$ cat src/rtl/clock_pkg.sv
// Shared clock-datapath types, BCD limits and reset hours.
// Used by the hour counter and its digit registers.
package clock_pkg;

    typedef logic [3:0] bcd_t;
    typedef logic [7:0] hr_bin_t;

    localparam bcd_t    BCD_MAX      = 4'd9;
    localparam hr_bin_t HR12_MAX     = 8'd12;
    localparam hr_bin_t HR12_LAST    = 8'd11;
    localparam hr_bin_t HR24_MAX     = 8'd23;

    localparam bcd_t    TENS12_MAX   = 4'd1;
    localparam bcd_t    TENS24_MAX   = 4'd2;
    localparam bcd_t    UNITS24_TOP  = 4'd3;
    localparam bcd_t    UNITS12_WRAP = 4'd1;

    localparam bcd_t    RST12_TENS   = 4'd1;
    localparam bcd_t    RST12_UNITS  = 4'd2;
    localparam bcd_t    RST24_TENS   = 4'd0;
    localparam bcd_t    RST24_UNITS  = 4'd0;

    function automatic hr_bin_t bcd_to_bin(bcd_t t, bcd_t u);
        return hr_bin_t'(t) * 8'd10 + hr_bin_t'(u);
    endfunction

    function automatic logic hour_valid(logic mode24, bcd_t t, bcd_t u);
        hr_bin_t v;
        v = bcd_to_bin(t, u);
        if (u > BCD_MAX) return 1'b0;
        if (mode24) return v <= HR24_MAX;
        return (v != 8'd0) && (v <= HR12_MAX);
    endfunction

endpackage

$ cat src/rtl/bcd_digit.sv
// One BCD digit register: load has priority, inc counts up and
// wraps to zero after reaching wrap_i, flagging a carry.
module bcd_digit
    import clock_pkg::*;
#(
    parameter bcd_t RST_VAL = 4'd0
) (
    input  logic clk_i,
    input  logic rst_n_i,
    input  logic load_i,
    input  bcd_t load_val_i,
    input  logic inc_i,
    input  bcd_t wrap_i,
    output bcd_t q_o,
    output logic carry_o
);

    bcd_t q_q;
    bcd_t q_d;

    always_comb begin
        q_d = q_q;
        if (load_i) begin
            q_d = load_val_i;
        end else if (inc_i) begin
            q_d = (q_q == wrap_i) ? 4'd0 : q_q + 4'd1;
        end
    end

    always_ff @(posedge clk_i or negedge rst_n_i) begin
        if (!rst_n_i) q_q <= RST_VAL;
        else          q_q <= q_d;
    end

    assign q_o     = q_q;
    assign carry_o = inc_i && !load_i && (q_q == wrap_i);

endmodule

$ cat src/rtl/hour_counter.sv
// BCD hour counter, 12h (with PM flag) or 24h, with validated load
// and one-cycle day_tick / set_err pulses.
module hour_counter
    import clock_pkg::*;
#(
    parameter bit MODE_24H = 1'b0
) (
    input  logic clk,
    input  logic reset_n,
    input  logic inc,
    input  logic set,
    input  bcd_t new_tens,
    input  bcd_t new_units,
    input  logic new_pm,
    output bcd_t hr_tens,
    output bcd_t hr_units,
    output logic pm,
    output logic day_tick,
    output logic set_err
);

    localparam bcd_t RST_TENS  = MODE_24H ? RST24_TENS  : RST12_TENS;
    localparam bcd_t RST_UNITS = MODE_24H ? RST24_UNITS : RST12_UNITS;
    localparam bcd_t TENS_WRAP = MODE_24H ? TENS24_MAX  : TENS12_MAX;

    bcd_t    tens_q, units_q;
    logic    pm_q, pm_d;
    logic    tick_q, tick_d;
    logic    err_q, err_d;

    logic    u_ld, t_ld, u_inc;
    bcd_t    u_val, t_val, u_wrap;
    logic    u_carry, t_carry;
    logic    valid, load_ok, adv;
    hr_bin_t hr_bin, ld_bin;

    assign hr_bin  = bcd_to_bin(tens_q, units_q);
    assign ld_bin  = bcd_to_bin(new_tens, new_units);
    assign valid   = hour_valid(MODE_24H, new_tens, new_units);
    assign load_ok = set && valid;
    assign adv     = inc && !set;
    assign err_d   = set && !valid;

    // 20..23 wrap the units digit at 3 instead of 9
    assign u_wrap = (MODE_24H && tens_q == TENS24_MAX) ? UNITS24_TOP
                                                       : BCD_MAX;

    always_comb begin
        u_ld   = 1'b0;
        u_val  = 4'd0;
        t_ld   = 1'b0;
        t_val  = 4'd0;
        u_inc  = 1'b0;
        pm_d   = pm_q;
        tick_d = 1'b0;
        unique case (1'b1)
            load_ok: begin
                u_ld  = 1'b1;
                u_val = new_units;
                t_ld  = 1'b1;
                t_val = new_tens;
                pm_d  = MODE_24H ? (ld_bin >= HR12_MAX) : new_pm;
            end
            adv: begin
                if (MODE_24H) begin
                    u_inc  = 1'b1;
                    pm_d   = (hr_bin >= HR12_LAST) && (hr_bin < HR24_MAX);
                    tick_d = t_carry;
                end else begin
                    // 12 -> 01 is not a plain carry, so it is a forced load
                    if (hr_bin == HR12_MAX) begin
                        u_ld  = 1'b1;
                        u_val = UNITS12_WRAP;
                        t_ld  = 1'b1;
                        t_val = 4'd0;
                    end else begin
                        u_inc = 1'b1;
                    end
                    if (hr_bin == HR12_LAST) pm_d = ~pm_q;
                    tick_d = (hr_bin == HR12_LAST) && pm_q;
                end
            end
            default: ;
        endcase
    end

    bcd_digit #(.RST_VAL(RST_UNITS)) u_units (
        .clk_i      (clk),
        .rst_n_i    (reset_n),
        .load_i     (u_ld),
        .load_val_i (u_val),
        .inc_i      (u_inc),
        .wrap_i     (u_wrap),
        .q_o        (units_q),
        .carry_o    (u_carry)
    );

    bcd_digit #(.RST_VAL(RST_TENS)) u_tens (
        .clk_i      (clk),
        .rst_n_i    (reset_n),
        .load_i     (t_ld),
        .load_val_i (t_val),
        .inc_i      (u_carry),
        .wrap_i     (TENS_WRAP),
        .q_o        (tens_q),
        .carry_o    (t_carry)
    );

    always_ff @(posedge clk or negedge reset_n) begin
        if (!reset_n) begin
            pm_q   <= 1'b0;
            tick_q <= 1'b0;
            err_q  <= 1'b0;
        end else begin
            pm_q   <= pm_d;
            tick_q <= tick_d;
            err_q  <= err_d;
        end
    end

    assign hr_tens  = tens_q;
    assign hr_units = units_q;
    assign pm       = pm_q;
    assign day_tick = tick_q;
    assign set_err  = err_q;

endmodule

$ cat config.mk
export PLATFORM = sky130hd
export DESIGN_NAME = hour_counter
export DESIGN_NICKNAME = d
export VERILOG_FILES = /design/src/rtl/clock_pkg.sv /design/src/rtl/bcd_digit.sv /design/src/rtl/hour_counter.sv
export SDC_FILE = /design/constraint.sdc
export NUM_CORES = 1
export LEC_CHECK = 0
export CAP_MARGIN = 10
export CORE_ASPECT_RATIO = 0.9
export CORE_UTILIZATION = 50
export DETAILED_ROUTE_END_ITERATION = 16
export DONT_BUFFER_PORTS = 1
export HOLD_SLACK_MARGIN = 0.03
export PLACE_DENSITY = 0.68
export SYNTH_ARGS = -nofsm -noshare
export SYNTH_HDL_FRONTEND = slang
export SYNTH_SLANG_ARGS = --single-unit
$ cat constraint.sdc
create_clock -name clk -period 3.4 [get_ports clk]
set_input_delay 0.68 -clock clk [delete_from_list [all_inputs] [get_ports clk]]
set_output_delay 0.68 -clock clk [all_outputs]
set_load 0.005 [all_outputs]
# After elaboration in Yosys (flattened, before gate mapping)
# Cells that the tools add are included.
[op_classes] muxes=19 multipliers=2 n_lt_le_gt_ge=2 reduce_logical=15 bitwise_logic=1 add_sub_neg=4 n_eq_ne=5
[ops] op="4-bit 2-to-1 mux" n=7
[ops] op="8-bit by 4-bit adder with 8-bit output" n=2
[ops] op="8-bit by 4-bit == test with 1-bit output, second input constant" n=2
[ops] op="4-bit by 3-bit multiplier with 7-bit output, second input constant" n=2
[ops] op="1-bit 2-to-1 mux" n=9
[ops] op="4-bit by 1-bit adder with 4-bit output, second input constant" n=2
[ops] op="8-bit by 4-bit <= comparator with 1-bit output, second input constant" n=1
[ops] op="4-bit one-hot mux with 2 select lines" n=1
[ops] op="8-bit nonzero test" n=1
[ops] op="1-bit logical AND" n=7
[ops] op="2-bit nonzero test" n=3
[ops] op="4-bit by 1-bit == test with 1-bit output, second input constant" n=1
[ops] op="4-bit == test, second input constant" n=1
[ops] op="4-bit > comparator, second input constant" n=1
[ops] op="1-bit one-hot mux with 2 select lines" n=2
[ops] op="1-bit zero test" n=3
[ops] op="2-bit by 1-bit != test with 1-bit output, second input constant" n=1
[ops] op="2-bit AND reduction" n=1
[ops] op="1-bit NOT" n=1
[word_totals] register_bits=11 input_bits=13 out_inout_bits=11 word_cells=53

# Longest topological paths before layout
[logic_depth] word_depth=12 depth_mapped=10 depth_no_buf=10

# Modules after synthesis
# A second synthesis with hierarchy kept.
[hier_totals] cells_unflattened=145 area_unflattened_um2=1337.5
[modules_own_cells] mod="hour_counter" cells_each=85 seq_area_each_um2=75.1 instances=1 area_each_um2=734.5
[modules_own_cells] mod="bcd_digit" cells_each=30 seq_area_each_um2=101.3 instances=2 area_each_um2=301.5

# Least setup slack after synthesis
# No wires, ideal clock.
[synth_path] path_kind="input port to flip-flop" start="input port new_tens[1]" end="register pm_q (netlist: pm)" t_arrival_ps=2858 setup_slack_ps=416 stages=10 t_required_ps=3274 setup_ps=126 n_path_buf=1 cell_sequence="ha_1 ha_1 fa_1 xor2_1 a2111oi_2 o211ai_2 nor3b_4 buf_6 a2bb2oi_1 mux2i_1"
[synth_between] elab_chain_len=8 word_cells_on_any_way=10 classes_between="add/sub (1); mul (1); order compare (1); mux (2); reduce/logical (5)"
[synth_lines] item="from (decl)" line_no="hour_counter.sv:12" rtl="input bcd_t new_tens,"
[synth_lines] item="4-bit by 3-bit multiplier with 7-bit output *" line_no="clock_pkg.sv:24" rtl="return hr_bin_t'(t) * 8'd10 + hr_bin_t'(u);"
[synth_lines] item="8-bit by 4-bit adder with 8-bit output *" line_no="clock_pkg.sv:24"
[synth_lines] item="8-bit by 4-bit <= comparator with 1-bit output / 8-bit nonzero test (equally long branches)" line_no="clock_pkg.sv:32" rtl="return (v != 8'd0) && (v <= HR12_MAX);"
[synth_lines] item="1-bit logical AND *" line_no="clock_pkg.sv:32"
[synth_lines] item="1-bit 2-to-1 mux *" line_no="clock_pkg.sv:31" rtl="if (mode24) return v <= HR24_MAX;"
[synth_lines] item="1-bit logical AND *" line_no="hour_counter.sv:40" rtl="assign load_ok = set && valid;"
[synth_lines] item="2-bit nonzero test (no source line)"
[synth_lines] item="2-bit AND reduction (no source line)"
[synth_lines] item="to (signal assigned)" line_no="hour_counter.sv:115" rtl="pm_q <= pm_d;"
[synth_lines] item="to (decl)" line_no="hour_counter.sv:27" rtl="logic pm_q, pm_d;"
# Every way passes the cells marked *; elsewhere a longest branch is shown, timed or not.
# A chain may end at the register's enable or synchronous reset.

# Worst setup path in the final report
[layout_path] start="register u_tens.q_q[1] (netlist: u_tens.q_o[1])" end="register pm_q (netlist: pm)"
[layout_between] elab_chain_len=5
[layout_lines] item="from (decl)" line_no="bcd_digit.sv:18" rtl="bcd_t q_q;"
[layout_lines] item="from (signal assigned)" line_no="bcd_digit.sv:32" rtl="else q_q <= q_d;"
[layout_lines] item="4-bit by 3-bit multiplier with 7-bit output" line_no="clock_pkg.sv:24"
[layout_lines] item="8-bit by 4-bit adder with 8-bit output" line_no="clock_pkg.sv:24"
[layout_lines] item="8-bit by 4-bit == test with 1-bit output" line_no="hour_counter.sv:79" rtl="if (hr_bin == HR12_LAST) pm_d = ~pm_q;"
[layout_lines] item="2-bit by 1-bit != test with 1-bit output (no source line)"
[layout_lines] item="2-bit AND reduction (no source line)"
# No other way between the ends.

==> flow_summary_export.csv <==
group,metric,value,unit
synth,yosysWarnings,0,
synth,async_reset_ff_share,100,%
cells_and_area,n_fill_cell,216,
placed_design,place_hpwl,1900,um
cells_and_area,num-nets-final,158,
die,die_w,53.0,um
synth,yosysTopAreaCell,"dfrtp_1",
placed_design,io_buffers,0,
routing,drt_first_pass_iters,2,
die,fp.dieH,47.9,um
worst_setup_path,worstPathArrival,3.15,ns
synth,synthCells,124,
grt,grt-ovfl-total,0,
power,p_leak,0.529,nW
grt,grt_usage,21.2,%
power,powerDensity,719,nW/um^2
worst_setup_path,worst_ep_required_time,3.56,ns
routing,drt_iter0_drc,6,
worst_setup_path,start_kind,"flop",
grt,busiest_layer,"met2",
grt,gr-usage-met1,27.5,%
synth,synth_area_leaders,"dfrtp_1 (19%), ha_1 (15%), fa_1 (6.8%)",
min_path,hold_class,"input pin to async pin",
cts,cts.path.max_buffers,2,
grt,grt_max_degree,12,
power,clkPwrFrac,10.1,%
die,core.rowCount,16,
routing,post-route-drc-count,0,
synth,yosys_most_used_dff,"dfrtp_1",
timing,worst_slack,0.409,ns
cells_and_area,fin_util,55.8,%
cts,cts_sinks,11,
status,status,"finished clean",
power,peakVddDrop,393,uV
timing,fin_crit_sh,88.0,%
cts,cts_buffers,3,
grt,grt_use_met3,6.98,%
timing,drv_slew,0,
cells_and_area,final-seq-area,278,um^2
die,start_util,53.2,%
grt,use_met2,34.2,%
routing,wire_per_inst,15.2,um
routing,ant_nets,0,
synth,synth.distinct_cells,41,
grt,antenna_found_initial,0,
routing,num_vias,946,
timing,rsz0062_at_grt,"false",
die,die-area,2540,um^2
cts,cts-root-buf,"clkbuf_4",
synth,synth-seq-area-share,23.7,%
power,switching_share,46.6,%
cells_and_area,multiInputGateArea,863,um^2
cells_and_area,n_antenna_cell,0,
power,seqPwrFrac,34.3,%
timing,setup_viol,0,
synth,syn_nets,155,
die,io_pins,24,
synth,synth_top_cell_area_share,19.2,%
cts,h-tree-depth,1,
worst_setup_path,critPathCaptureType,"flop",
timing,worst_slew_pin_slew,0.514,ns
synth,synth_area,1170,um^2
die,core_area,2200,um^2
placed_design,place.gp.congestion,0.878,
worst_setup_path,critPathKind,"flop to flop",
cells_and_area,area_growth,4.80,%
cts,insertion_delay,0.27,ns
worst_setup_path,r2r_slack,0.41,ns
power,pwr-share-comb,55.6,%
timing,hold_viol,0,
routing,vias_per_cell,6.18,
synth,synth-seq-cells,11,
synth,synth_edf_count,0,
timing,slew_headroom,65.4,%
cts,cts_tree,"built",
grt,grt_pass1_vias,894,
run,drv_cap,0,
cells_and_area,drive_above_1_share,14.3,%
cts,cts.clk_slew.worst_paths,0.08,ns
grt,grt_pass1_wl,3750,um
worst_setup_path,cp_max_fo,7,
timing,timing.fmax,334,MHz
timing,tns,0,ns
timing,period_needed,2.99,ns
placed_design,post-place-ws,0.215,ns
power,power.internal,0.472,mW
routing,routed_wl,2330,um
synth,synth_area_per_cell,9.45,um^2
power,switching_power,0.412,mW
timing,skew,0.00563,ns
cts,post_cts_buffers,0,
-- synth_stat cells, types with 2 or more instances --
cell,instances
nor3_1,3
and2_1,2
a21oi_1,6
nand3_1,4
o21ai_0,10
ha_1,14
a2111oi_2,2
o31a_1,3
xnor2_1,2
clkbuf_1,2
fa_1,4
nand2_1,15
dfstp_2,2
xor2_1,5
nor4_1,3
mux2i_1,3
nand2b_1,2
mux2_2,3
inv_1,5
o21a_1,2
a21o_1,4
dfrtp_1,9
-- metal layers --
metal	wire length, um	part of all wire, %	vias up
met4	19	0.82	0
met1	1160	50	454
met3	104	4.5	4
met5	0	0	-
met2	1050	45	19
li1	-	-	469
-- through the flow --
step           hold WS (ns)  power, mW  instances  area (um^2)
6_report             0.0954      0.884        153         1230
5_1_grt              0.0743      0.984        153         1230
4_1_cts              0.0884      0.880        153         1220
3_5_place_dp          0.385      0.786        149         1190
3_3_place_gp          0.385      0.765        149         1190
2_1_floorplan         0.384      0.681        124         1170
-- registers in the layout (all words and copies together) (netlist names) --
name         flops
u_tens.q_o       4
u_units.q_o      4
day_tick         1
pm               1
set_err          1
-- logic make-up after synthesis --
kind of cell | count (synthesis) | synth area share (%)
AOI/OAI and AO/OA | 36 | 22.1
adders and majority gates | 18 | 21.8
xor gates and xnor gates | 7 | 5.23
and+or+nand+nor | 38 | 18.6
muxes | 6 | 5.44
buffers and inverters | 8 | 3.20
DFF | 11 | 23.7
-- layout by cell type, fill, tap and decap left out, types with 2 or more instances in the layout --
cell type	Yosys	final
a2111oi_2	2	2
a21o_1	4	4
a21oi_1	6	6
and2_1	2	2
clkbuf_4	0	3
dfrtp_1	9	9
dfstp_2	2	2
fa_1	4	4
ha_1	14	14
inv_1	5	5
mux2_2	3	3
mux2i_1	3	3
nand2_1	15	15
nand2b_1	2	2
nand3_1	4	4
nor3_1	3	3
nor4_1	3	2
o21a_1	2	2
o21ai_0	10	10
o31a_1	3	3
xnor2_1	2	2
xor2_1	5	5
-- layout make-up --
cell class / count / share of cell area, %
Multi-Input combinational cell: 105 / 70.3
Sequential cell: 11 / 22.6
Tap cell: 27 / 2.75
Clock buffer: 3 / 1.83
Inverter: 5 / 1.53
Timing Repair Buffer: 1 / 0.611
Clock inverter: 1 / 0.407
-- worst paths after layout --
check / start / end / cells past startpoint
hold / removal: reset_n / pm / 0
hold reg to reg: pm / pm / 1
setup reg to reg: u_tens.q_o[1] / pm / 10
max in group asynchronous: reset_n / u_tens.q_o[0] / 0
setup / recovery: u_tens.q_o[1] / pm / 10
min in group clk: new_units[1] / u_units.q_o[1] / 2
-- power by group through the flow --
stage / combinational, mW / sequential [mW] / clock (mW)
floorplan: 0.418 / 0.263 / 0
global placement: 0.460 / 0.305 / 0
detailed placement: 0.480 / 0.306 / 0
CTS: 0.484 / 0.304 / 0.0922
global route: 0.565 / 0.320 / 0.100
finish: 0.491 / 0.303 / 0.0890
-- timing repair --
| item | CTS | global route |
|---|---|---|
| endpoints found under the setup margin | 0 | 1 |
| hold buffers | 0 | 0 |
| resized for setup | 0 | 1 |
-- worst max-delay path, stage by stage, from the launching register on --
cell	delay, ns
dfrtp_1	0.49
ha_1	0.35
ha_1	0.16
inv_1	0.05
fa_1	0.56
and4bb_2	0.24
a21oi_1	0.06
o31a_1	0.15
nor4_1	0.50
a2bb2oi_1	0.23
mux2i_1	0.09
(Power assumes the default switching activity.)
